File: config.mk
export PLATFORM = sky130hd
export DESIGN_NAME = frame_config_writer
export DESIGN_NICKNAME = d
export VERILOG_FILES = /design/src/rtl/frame_cfg_pkg.sv /design/src/rtl/frame_strobe_decoder.sv /design/src/rtl/frame_config_writer.sv
export SDC_FILE = /design/constraint.sdc
export NUM_CORES = 1
export LEC_CHECK = 0
export BUFFER_PORTS_ARGS = -buffer_cell sky130_fd_sc_hd__buf_2
export CAP_MARGIN = 15
export CORE_ASPECT_RATIO = 1.2
export CORE_UTILIZATION = 43
export DETAILED_ROUTE_END_ITERATION = 16
export HOLD_SLACK_MARGIN = 0.08
export PLACE_DENSITY_LB_ADDON = 0.2
export SYNTH_ARGS = -nofsm -noshare
export SYNTH_HDL_FRONTEND = slang
export SYNTH_SLANG_ARGS = --single-unit
File: constraint.sdc
create_clock -name UserCLK -period 5.5 [get_ports UserCLK]
set_input_delay 0.55 -clock UserCLK [delete_from_list [all_inputs] [get_ports UserCLK]]
set_output_delay 0.55 -clock UserCLK [all_outputs]
set_load 0.02 [all_outputs]
File: src/rtl/frame_cfg_pkg.sv
// Shared types and header layout for the frame configuration writer.
package frame_cfg_pkg;

  // Writer FSM states; ready is offered only in StIdle and StLoad.
  typedef enum logic [2:0] {
    StIdle,
    StLoad,
    StSetup,
    StStrobe,
    StHold
  } cfg_state_e;

  // Header word layout: [31:24] sync, [15:8] frame index, [7:0] column index.
  localparam logic [7:0]  SYNC_BYTE   = 8'hFB;
  localparam int unsigned HdrFieldW   = 8;
  localparam int unsigned HdrSyncLsb  = 24;
  localparam int unsigned HdrFrameLsb = 8;
  localparam int unsigned HdrColLsb   = 0;

endpackage

File: src/rtl/frame_strobe_decoder.sv
// Maps a (column, frame) address to the one-hot column-major strobe vector.
module frame_strobe_decoder #(
  parameter int unsigned MaxFramesPerCol = 20,
  parameter int unsigned NumCols         = 4,
  parameter int unsigned ColW            = 2,
  parameter int unsigned FrameW          = 5
) (
  input  logic [ColW-1:0]                       column,
  input  logic [FrameW-1:0]                     frame,
  input  logic                                  enable,
  output logic [MaxFramesPerCol*NumCols-1:0]    strobe
);

  // One bit at column*MaxFramesPerCol+frame when enabled, all-zero otherwise.
  always_comb begin
    strobe = '0;
    if (enable) begin
      for (int c = 0; c < NumCols; c++) begin
        for (int f = 0; f < MaxFramesPerCol; f++) begin
          if (column == ColW'(c) && frame == FrameW'(f)) begin
            strobe[c*MaxFramesPerCol+f] = 1'b1;
          end
        end
      end
    end
  end

endmodule

File: src/rtl/frame_config_writer.sv
// Accepts a header plus NumRows data words from the host, then writes one
// configuration frame by pulsing a single registered FrameStrobe bit.
module frame_config_writer
  import frame_cfg_pkg::*;
#(
  parameter int unsigned MaxFramesPerCol = 20,
  parameter int unsigned FrameBitsPerRow = 32,
  parameter int unsigned NumRows         = 4,
  parameter int unsigned NumCols         = 4
) (
  input  logic                                    UserCLK,
  input  logic                                    resetn,
  input  logic                                    cfg_valid,
  output logic                                    cfg_ready,
  input  logic [31:0]                             cfg_data,
  output logic [FrameBitsPerRow*NumRows-1:0]      FrameData,
  output logic [MaxFramesPerCol*NumCols-1:0]      FrameStrobe,
  output logic                                    cfg_done,
  output logic                                    cfg_err
);

  localparam int unsigned ColW   = (NumCols > 1) ? $clog2(NumCols) : 1;
  localparam int unsigned FrameW = (MaxFramesPerCol > 1) ? $clog2(MaxFramesPerCol) : 1;
  localparam int unsigned RowW   = (NumRows > 1) ? $clog2(NumRows) : 1;

  cfg_state_e        state_q;
  logic [RowW-1:0]   row_q;
  logic [ColW-1:0]   col_q;
  logic [FrameW-1:0] frame_q;

  logic [HdrFieldW-1:0] hdr_sync;
  logic [HdrFieldW-1:0] hdr_frame;
  logic [HdrFieldW-1:0] hdr_col;
  logic                 hdr_ok;
  logic                 xfer;
  logic                 unused_hdr_rsvd;
  logic [MaxFramesPerCol*NumCols-1:0] strobe_next;

  // Header field extraction and range check.
  always_comb begin
    hdr_sync  = cfg_data[HdrSyncLsb +: HdrFieldW];
    hdr_frame = cfg_data[HdrFrameLsb +: HdrFieldW];
    hdr_col   = cfg_data[HdrColLsb +: HdrFieldW];
    hdr_ok    = (hdr_sync == SYNC_BYTE) &&
                (32'(hdr_frame) < MaxFramesPerCol) &&
                (32'(hdr_col) < NumCols);
  end

  // Header bits [23:16] are reserved and ignored.
  assign unused_hdr_rsvd = ^cfg_data[23:16];

  assign cfg_ready = (state_q == StIdle) || (state_q == StLoad);
  assign xfer      = cfg_valid && cfg_ready;

  // Strobe pattern is computed during SETUP and registered into STROBE.
  frame_strobe_decoder #(
    .MaxFramesPerCol (MaxFramesPerCol),
    .NumCols         (NumCols),
    .ColW            (ColW),
    .FrameW          (FrameW)
  ) u_strobe_decoder (
    .column (col_q),
    .frame  (frame_q),
    .enable (state_q == StSetup),
    .strobe (strobe_next)
  );

  // Writer FSM with registered FrameData, FrameStrobe, cfg_done and cfg_err.
  always_ff @(posedge UserCLK or negedge resetn) begin
    if (!resetn) begin
      state_q     <= StIdle;
      row_q       <= '0;
      col_q       <= '0;
      frame_q     <= '0;
      FrameData   <= '0;
      FrameStrobe <= '0;
      cfg_done    <= 1'b0;
      cfg_err     <= 1'b0;
    end else begin
      case (state_q)
        StIdle: begin
          if (xfer) begin
            if (hdr_ok) begin
              col_q   <= hdr_col[ColW-1:0];
              frame_q <= hdr_frame[FrameW-1:0];
              row_q   <= '0;
              state_q <= StLoad;
            end else begin
              // Rejected header is consumed; the error stays until reset.
              cfg_err <= 1'b1;
            end
          end
        end
        StLoad: begin
          if (xfer) begin
            for (int r = 0; r < NumRows; r++) begin
              if (row_q == RowW'(r)) begin
                FrameData[r*FrameBitsPerRow +: FrameBitsPerRow] <=
                    cfg_data[FrameBitsPerRow-1:0];
              end
            end
            if (row_q == RowW'(NumRows - 1)) begin
              row_q   <= '0;
              state_q <= StSetup;
            end else begin
              row_q <= row_q + RowW'(1);
            end
          end
        end
        StSetup: begin
          // FrameData has now been stable for a full cycle.
          FrameStrobe <= strobe_next;
          state_q     <= StStrobe;
        end
        StStrobe: begin
          FrameStrobe <= '0;
          cfg_done    <= 1'b1;
          state_q     <= StHold;
        end
        StHold: begin
          cfg_done <= 1'b0;
          state_q  <= StIdle;
        end
        default: begin
          FrameStrobe <= '0;
          cfg_done    <= 1'b0;
          state_q     <= StIdle;
        end
      endcase
    end
  end

endmodule

==> results.py, run 1 <==
metrics = {
    "timing": {
        "tns_ns": 0,
        "post-route-worst-setup-slack_ns": 3.39,
        "hold_viol": 0,
        "setup_violations": 0,
        "rsz0062_at_grt": "false",
        "finClkSkew_ns": 0.0123,
        "slew_viol_final": 0,
        "max_slew_margin_pct": 34.4,
        "finalCriticalPeriod_ns": 2.11,
        "max_freq_ghz": 0.475,
        "worst_slew_pin_slew_ns": 0.984,
        "fin_crit_sh_pct": 38.3,
    },
    "outcome": {
        "status": "completed",
    },
    "pwr": {
        "p_switching_mw": 1.58,
        "p_int_mw": 3.34,
        "powerDensity_nw_per_um2": 455,
        "peakVddDrop_uv": 300,
        "swShare_pct": 32.1,
        "total_power_mw": 4.92,
        "power_leakage_nw": 5.99,
        "power.share.clock_pct": 31.4,
        "seqPwrFrac_pct": 42.0,
        "combPwrFrac_pct": 26.6,
    },
    "global_route": {
        "grt_antenna_before_repair": 0,
        "grt_pass1_wl_um": 34600,
        "grtUsageTotal_pct": 21.1,
        "grt_overflow": 0,
        "grt_pass1_vias": 6103,
        "grt_max_degree": 135,
    },
    "critical_path": {
        "crit_family": "simple AND/OR/NAND/NOR gates",
        "cp-end-kind": "register",
        "worst-path-buf-inv": 0,
        "critPathMaxFanout": 32,
        "r2r_setup_slack_ns": 3.39,
        "critPathSlowestCell": "dfrtp_1",
        "startpoint_type": "register",
        "reg2reg_to": "FrameData[105]",
        "worstPathArrival_ns": 2.49,
        "critPathLaunch": "state_q[2]",
        "ff2ff_path_depth": 4,
        "cpPeakStageDelay_ns": 0.50,
        "cp.required_ns": 5.88,
        "r2r-start": "state_q[2]",
        "critPathKind": "register to register",
        "crit_chain": "or3b_4, nor2_8, nand2_4, mux2_4",
    },
    "floorplan": {
        "core_um2": 19600,
        "dieArea_um2": 20700,
        "pin_count": 246,
        "start_util_pct": 44.2,
        "num_rows": 56,
        "die_h_um": 158,
        "die_w_um": 132,
    },
    "final_layout": {
        "layout_common_cells": "244 x buf_2, 222 x dfrtp_1, 105 x mux2_2",
        "antennaDiodeCount": 0,
        "final_nets": 877,
        "area_growth_pct": 24.6,
        "final_common_cell": "buf_2",
        "drive_above_1_share_pct": 50.4,
        "stdcell_area_um2": 10800,
    },
    "clocking": {
        "post_cts.repair.setup_buffers": 0,
        "h-tree-depth": 1,
        "cts_tree": "yes",
        "clk_pin_slew_ns": 0.06,
        "cts_buffers": 23,
        "cts_root_buf": "clkbuf_16",
        "cts_hold_buf": 0,
        "clk_path_buf_depth": 3,
        "clk_latency_ns": 0.51,
        "ctsResizeCount": 0,
        "cts_sinks": 222,
    },
    "synthesis": {
        "syn_area_per_cell_um2": 14.5,
        "ys_seq_area_share_pct": 64.1,
        "yosysUniqueCellTypes": 38,
        "mappedNetlistArea_um2": 8670,
        "ys_ff_latch": 222,
        "synth_cells": 596,
        "synth_warnings": 0,
        "syn_nets": 635,
    },
    "route": {
        "postRouteWirelength_um": 21400,
        "viasPerCell": 5.19,
        "drcViolationCount": 0,
        "drt_iter0_drc": 312,
        "drt-wirelength-per-cell_um": 19.2,
        "route.vias.total": 5774,
        "ant_nets": 0,
        "firstDrtPassIters": 4,
    },
    "place": {
        "post_dp_cell_area_um2": 10100,
        "pre_cts_slack_ns": 3.23,
        "gp_congestion": 0.765,
        "portBuffers": 245,
        "dp_hpwl_um": 14800,
    },
    "run": {
        "drv_cap": 0,
    },
    "worst_hold_path": {
        "hold_path_class": "input pin to async pin",
    },
}
==> area by class of cell <==
type | instances | area (um^2)
fillers | 1652 | 8820
clock buffers | 31 | 656
clock inverters | 8 | 96.3
flip-flops and latches | 222 | 5560
repair buffers | 248 | 1260
inverters | 4 | 15.0
multi-input cells | 339 | 2900
well taps | 261 | 327
==> cell usage after synthesis <==
| cell | instances | area, um^2 |
|---|---|---|
| dfrtp_1 | 222 | 5560 |
| mux2_2 | 105 | 1180 |
| nand2_1 | 52 | 195 |
| o21ai_0 | 42 | 210 |
| a22o_1 | 40 | 350 |
| mux2_4 | 30 | 450 |
| clkbuf_1 | 16 | 60.1 |
| nor2_1 | 14 | 52.6 |
| buf_6 | 13 | 146 |
| nand3_1 | 6 | 30.0 |
| nor2b_1 | 5 | 31.3 |
| ha_1 | 4 | 50.1 |
| inv_1 | 4 | 15.0 |
| nand2_4 | 4 | 45.0 |
| nand4_1 | 4 | 25.0 |
| nor3_1 | 4 | 20.0 |
| a21oi_1 | 3 | 15.0 |
| a22oi_1 | 2 | 15.0 |
| and2_1 | 2 | 12.5 |
| and3_1 | 2 | 12.5 |
| buf_2 | 2 | 10.0 |
| nand2b_1 | 2 | 12.5 |
| nor3b_1 | 2 | 15.0 |
| nor4_1 | 2 | 12.5 |
| a2111oi_0 | 1 | 8.76 |
| a311o_1 | 1 | 10.0 |
| and4b_1 | 1 | 10.0 |
| nand2b_4 | 1 | 13.8 |
| nand3b_1 | 1 | 7.51 |
| nand4b_1 | 1 | 8.76 |
| nor2_8 | 1 | 20.0 |
| nor3_2 | 1 | 10.0 |
| nor3_4 | 1 | 16.3 |
| o21bai_1 | 1 | 7.51 |
| o31ai_1 | 1 | 7.51 |
| or3_1 | 1 | 6.26 |
| or3b_1 | 1 | 8.76 |
| or3b_4 | 1 | 11.3 |
==> layer usage <==
layer / GRT usage (%) / vias up / share of wire [%]
met3: 4.41 / 41 / 6.1
met2: 36.8 / 209 / 51
met1: 26.1 / 2928 / 41
met5: 0 / - / 0
met4: 7.14 / 0 / 2.7
li1: - / 2596 / -
==> power groups by stage <==
stage	clock [mW]	sequential [mW]	combinational [mW]
after detailed placement	0	2.09	1.33
after global placement	0	2.07	1.29
final	1.54	2.07	1.31
after floorplan	0	2.39	0.558
after global routing	1.65	2.10	1.40
after CTS	1.58	2.07	1.33
==> through the flow <==
stage | util [%] | hold slack (ns) | std cells
finish | 55.1 | 0.149 | 1113
global route | 55.1 | 0.249 | 1113
CTS | 55.1 | 0.205 | 1113
detailed placement | 51.2 | 0.461 | 1074
global placement | 51.2 | 0.457 | 1074
floorplan | - | 0.254 | 596
==> worst max path at each step <==
stage	end	slack, ns	depth (start not counted)
2_1_floorplan	col_q[0]	3.65	4
4_1_cts	FrameData[105]	3.34	4
5_1_grt	FrameData[105]	3.32	4
3_5_place_dp	FrameData[105]	3.23	5
6_report	FrameData[105]	3.39	4
3_3_place_gp	frame_q[3]	3.24	5
==> logic make-up (layout without fill, tap and decap cells) <==
logic type	after synthesis	after routing	synth area share [%]
flip-flops	222	222	64.1
multiplexers	135	135	18.8
AND/OR/NAND/NOR	109	109	6.65
AO/OA/AOI/OAI	91	91	7.20
buffers and inverters	35	291	2.67
adder cells (fa/ha/maj)	4	4	0.577
==> registers in the layout (all words and copies together), names as in the netlist <==
signal / count
cfg_done: 1
col_q: 2
frame_q: 5
state_q: 3
FrameStrobe: 80
cfg_err: 1
row_q: 2
FrameData: 128
(Power assumes the default switching activity.)
==> run 2, diff against run 1 <==
Clock period 5.5 ns to 1.9 ns, I/O delays scaled along.
==> run 2 against run 1 <==
Compared with the run above:
- routed wire length increased by 2.2%
- clock power increased to 2.9 times the previous value
- cell count increased by 5.2%
- setup slack got worse by 3.3 ns
- global-route usage increased by 0.085 points
- non-clock buffer count increased by 55
- first-iteration DRC count decreased by 17%
- count of clock-buffer cells in the layout increased by 5
- flip-flop and latch count unchanged
- utilization increased by 3.2 points
==> results.py, run 2 (synthesized netlist as in run 1, its figures left out) <==
metrics = {
    "global_route": {
        "grt_antenna_before_repair": 0,
        "grt_overflow": 0,
        "grtUsageTotal_pct": 21.2,
        "grt_pass1_wl_um": 34400,
        "grt_max_degree": 81,
        "grt_pass1_vias": 6198,
    },
    "route": {
        "firstDrtPassIters": 4,
        "route.vias.total": 5974,
        "drt-wirelength-per-cell_um": 18.6,
        "ant_nets": 0,
        "postRouteWirelength_um": 21800,
        "drcViolationCount": 0,
        "drt_iter0_drc": 258,
        "viasPerCell": 5.10,
    },
    "floorplan": {
        "core_um2": 19600,
        "die_h_um": 158,
        "pin_count": 246,
        "die_w_um": 132,
        "dieArea_um2": 20700,
        "start_util_pct": 44.2,
        "num_rows": 56,
    },
    "final_layout": {
        "reg.largest.list": "FrameData (128), FrameStrobe (80), frame_q (5)",
        "drive_above_1_share_pct": 49.3,
        "layout_common_cells": "244 x buf_2, 222 x dfrtp_1, 105 x mux2_2",
        "area_growth_pct": 31.8,
        "final_util_pct": 58.3,
        "final_common_cell": "buf_2",
        "largest_reg_flops": 128,
        "final_nets": 933,
        "regMostFlops": "FrameData",
        "nFillCells": 1619,
        "layout.cells.non_filler": 1171,
        "antennaDiodeCount": 0,
        "stdcell_area_um2": 11400,
    },
    "timing": {
        "rsz0062_at_grt": "false",
        "max_slew_margin_pct": 58.3,
        "slew_viol_final": 0,
        "hold_viol": 0,
        "finalCriticalPeriod_ns": 1.84,
        "tns_ns": 0,
        "hold_ws_ns": 0.271,
        "max_freq_ghz": 0.543,
        "fin_crit_sh_pct": 96.9,
        "finClkSkew_ns": 0.00707,
        "setup_violations": 0,
        "worst_slew_pin_slew_ns": 0.626,
    },
    "critical_path": {
        "reg2reg_to": "frame_q[2]",
        "cpPeakStageDelay_ns": 0.46,
        "r2r_setup_slack_ns": 0.06,
        "r2r-start": "state_q[1]",
        "worstPathArrival_ns": 2.22,
        "startpoint_type": "register",
        "cp-end-kind": "register",
        "cp.required_ns": 2.28,
        "critPathSlowestCell": "or3b_4",
        "critPathMaxFanout": 7,
        "critPathKind": "register to register",
        "worst-path-buf-inv": 1,
        "crit_family": "simple AND/OR/NAND/NOR gates",
        "ff2ff_path_depth": 5,
        "crit_chain": "or3b_4, nand2b_4, nor3_4, buf_4, mux2_2",
    },
    "place": {
        "portBuffers": 245,
        "gp_congestion": 0.771,
        "post_dp_cell_area_um2": 10300,
        "dp_hpwl_um": 15300,
        "dp_cells": 1094,
    },
    "clocking": {
        "cts_tree": "yes",
        "clk_latency_ns": 0.51,
        "h-tree-depth": 1,
        "cts_root_buf": "clkbuf_16",
        "cts_sinks": 222,
        "clk_path_buf_depth": 3,
        "cts_buffers": 24,
        "clk_pin_slew_ns": 0.06,
    },
    "pwr": {
        "peakVddDrop_uv": 796,
        "power_leakage_nw": 6.29,
        "powerDensity_nw_per_um2": 1270,
    },
    "run": {
        "drv_cap": 0,
    },
    "outcome": {
        "status": "completed",
    },
    "worst_hold_path": {
        "hold_path_class": "input pin to async pin",
    },
}
[run 2: changes by cell type in the layout (fill, tap and decap cells not counted), sizes merged]
cell and change:
buf +21, dlygate4sd3 +34, bufinv -1, clkbuf +5, clkinv -1
[run 2: area by class of cell]
class	count	area [um^2]	share of cell area [%]
Sequential cell	222	5560	48.6
Multi-Input combinational cell	339	2900	25.3
Timing Repair Buffer	303	1870	16.4
Clock buffer	36	707	6.19
Tap cell	261	327	2.86
Clock inverter	6	61.3	0.536
Inverter	4	15.0	0.131
[run 2: metal layers]
metal | part of all wire [%] | global-route usage, %
met1 | 40 | 25.3
met3 | 6.4 | 4.41
met4 | 1.6 | 5.70
met5 | 0 | 0
met2 | 52 | 38.6
[run 2: through the flow]
step / total power, mW / setup slack (ns)
floorplan: 8.52 / 0.115
global placement: 9.88 / 0.131
detailed placement: 10.0 / 0.0410
CTS: 14.6 / 0.0280
global route: 15.2 / 0.00871
finish: 14.5 / 0.0587
[run 2: worst max path at each step]
stage	cells after the start	slack, ns	startpoint	end
floorplan	5	0.12	state_q[2]	col_q[0]
global placement	5	0.13	cfg_data[13]	frame_q[1]
detailed placement	5	0.04	cfg_data[13]	frame_q[2]
CTS	6	0.03	cfg_data[7]	frame_q[2]
global route	5	0.009	state_q[2]	FrameStrobe[44]
finish	5	0.06	state_q[1]	frame_q[2]
[run 2: power breakdown]
group	switching, mW	total (mW)	leakage, nW	internal (mW)
Clock	1.81	4.51	0.376	2.70
Combinational	2.38	4.02	2.91	1.64
Sequential	0.438	5.96	3.00	5.52
Total	4.63	14.5	6.29	9.85
[run 2: what timing repair did]
| action | CTS | global route |
|---|---|---|
| gates resized for setup | 0 | 0 |
| hold endpoints to repair | 209 | 0 |
| hold buffers | 34 | 0 |
| setup endpoints to repair | 0 | 7 |
| buffers inserted | 0 | 1 |
[run 2: worst register-to-register path: stages (launching register included)]
cell	delay (ns)
dfrtp_1	0.39
or3b_4	0.46
nand2b_4	0.18
nor3_4	0.17
buf_4	0.18
mux2_2	0.35
==> run 3, diff against run 2 <==
Settings changed: CORE_ASPECT_RATIO 1.2 to 1.5, PLACE_DENSITY set to 0.79, PLACE_DENSITY_LB_ADDON 0.2 to not set.
==> run 3 against run 2 <==
Compared with the run above:
- critical path depth unchanged
- global-route usage up 0.35 points
- setup slack better by 0.022 ns
- count of clock-buffer cells in the layout down 5
- largest power group unchanged
==> results.py, run 3 (synthesized netlist as in run 1, its figures left out) <==
metrics = {
    "global_route": {
        "grtUsageTotal_pct": 21.5,
        "grt_max_degree": 84,
        "grt_pass1_wl_um": 34700,
        "grt_pass1_vias": 6221,
        "grt_overflow": 0,
        "grt_antenna_before_repair": 0,
    },
    "clocking": {
        "cts_root_buf": "clkbuf_16",
        "cts_sinks": 222,
        "cts_tree": "yes",
        "cts_buffers": 22,
        "clk_path_buf_depth": 3,
        "clk_latency_ns": 0.50,
        "clk_pin_slew_ns": 0.07,
        "h-tree-depth": 1,
    },
    "pwr": {
        "peakVddDrop_uv": 962,
        "seqPwrFrac_pct": 41.1,
        "swShare_pct": 32.1,
        "p_int_mw": 9.82,
        "total_power_mw": 14.5,
        "powerDensity_nw_per_um2": 1260,
        "power.share.clock_pct": 30.8,
        "p_switching_mw": 4.64,
        "combPwrFrac_pct": 28.1,
        "power_leakage_nw": 6.28,
    },
    "final_layout": {
        "layout_common_cells": "244 x buf_2, 222 x dfrtp_1, 105 x mux2_2",
        "largest_reg_flops": 128,
        "final_nets": 929,
        "final_util_pct": 57.8,
        "antennaDiodeCount": 0,
        "drive_above_1_share_pct": 49.6,
        "reg.largest.list": "FrameData (128), FrameStrobe (80), frame_q (5)",
        "final_common_cell": "buf_2",
        "area_growth_pct": 31.8,
        "regMostFlops": "FrameData",
        "layout.cells.non_filler": 1164,
    },
    "critical_path": {
        "cp.required_ns": 2.29,
        "ff2ff_path_depth": 5,
        "r2r_setup_slack_ns": 0.08,
        "crit_family": "simple AND/OR/NAND/NOR gates",
        "cpPeakStageDelay_ns": 0.42,
        "critPathKind": "register to register",
        "reg2reg_to": "FrameStrobe[56]",
        "critPathLaunch": "state_q[2]",
        "cp-end-kind": "register",
        "worstPathArrival_ns": 2.21,
        "critPathMaxFanout": 10,
        "crit_chain": "buf_4, or3b_1, nor2_1, nand2_1, o21ai_0",
        "startpoint_type": "register",
        "critPathSlowestCell": "or3b_1",
        "r2r-start": "state_q[2]",
        "worst-path-buf-inv": 1,
    },
    "route": {
        "firstDrtPassIters": 4,
        "ant_nets": 0,
        "drt-wirelength-per-cell_um": 19.0,
        "drcViolationCount": 0,
        "drt_iter0_drc": 301,
        "viasPerCell": 5.14,
        "postRouteWirelength_um": 22100,
        "route.vias.total": 5984,
    },
    "timing": {
        "max_freq_ghz": 0.550,
        "setup_violations": 0,
        "worst_slew_pin_slew_ns": 0.551,
        "finClkSkew_ns": 0.0124,
        "finalCriticalPeriod_ns": 1.82,
        "hold_viol": 0,
        "max_slew_margin_pct": 63.0,
        "tns_ns": 0,
        "fin_crit_sh_pct": 95.7,
        "slew_viol_final": 0,
        "rsz0062_at_grt": "false",
    },
    "place": {
        "dp_cells": 1091,
        "gp_congestion": 0.783,
        "dp_hpwl_um": 15200,
        "portBuffers": 245,
    },
    "floorplan": {
        "die_w_um": 118,
        "die_h_um": 176,
        "dieArea_um2": 20700,
        "core_um2": 19800,
        "start_util_pct": 43.8,
        "pin_count": 246,
        "num_rows": 63,
    },
    "run": {
        "drv_cap": 0,
    },
    "outcome": {
        "status": "completed",
    },
    "worst_hold_path": {
        "hold_path_class": "input pin to async pin",
    },
}
run 3: cell types whose count changed in the layout (fill, tap and decap cells not counted), sizes merged:
cell	delta
inv	-1
clkbuf	-5
bufinv	+1
clkinv	+1
buf	-2
run 3: power by group through the flow:
stage	Clock [mW]	Combinational [mW]	Sequential, mW
6_report	4.45	4.06	5.94
5_1_grt	4.73	4.32	6.03
4_1_cts	4.55	4.10	5.93
3_5_place_dp	0	4.04	6.01
3_3_place_gp	0	3.95	5.96
2_1_floorplan	0	1.61	6.91
run 3: how the worst max path moves through the flow:
stage	endpoint	cells after the start
2_1_floorplan	col_q[0]	5
3_3_place_gp	frame_q[0]	5
3_5_place_dp	frame_q[0]	5
4_1_cts	frame_q[0]	6
5_1_grt	FrameStrobe[56]	5
6_report	FrameStrobe[56]	5
run 3: through the flow:
step / hold slack (ns) / setup slack [ns] / cell area (um^2)
CTS: 0.0827 / 0.0569 / 11400
floorplan: -0.106 / 0.115 / 8670
global route: 0.0960 / 0.00963 / 11400
detailed placement: 0.0277 / 0.0897 / 10300
global placement: 0.0259 / 0.133 / 10300
finish: 0.0983 / 0.0810 / 11400
run 3: worst register-to-register path, cell delays in order, from the launching register on:
cell	delay, ns
dfrtp_1	0.38
buf_4	0.17
or3b_1	0.42
nor2_1	0.14
nand2_1	0.28
o21ai_0	0.32
run 3: final cells by class:
class / instances / area, um^2
repair buffers: 301 / 1890
clock buffers: 31 / 646
inverters: 4 / 15.0
fillers: 1558 / 8350
clock inverters: 7 / 95.1
flip-flops and latches: 222 / 5560
multi-input cells: 339 / 2900
well taps: 260 / 325
run 3: layer usage:
| layer | wire, um | GRT usage [%] | vias up | share of wire, % |
|---|---|---|---|---|
| met4 | 949 | 10.4 | 0 | 4.3 |
| met5 | 0 | 0 | - | 0 |
| met1 | 8450 | 24.9 | 3036 | 38 |
| met3 | 910 | 3.18 | 56 | 4.1 |
| li1 | - | - | 2700 | - |
| met2 | 11800 | 38.9 | 192 | 53 |
run 3: what timing repair did:
action,in CTS,in global routing
setup endpoints to repair,0,7
gates resized for setup,0,2
endpoints found under the hold margin,359,0
setup buffers,0,1
hold buffers,34,0
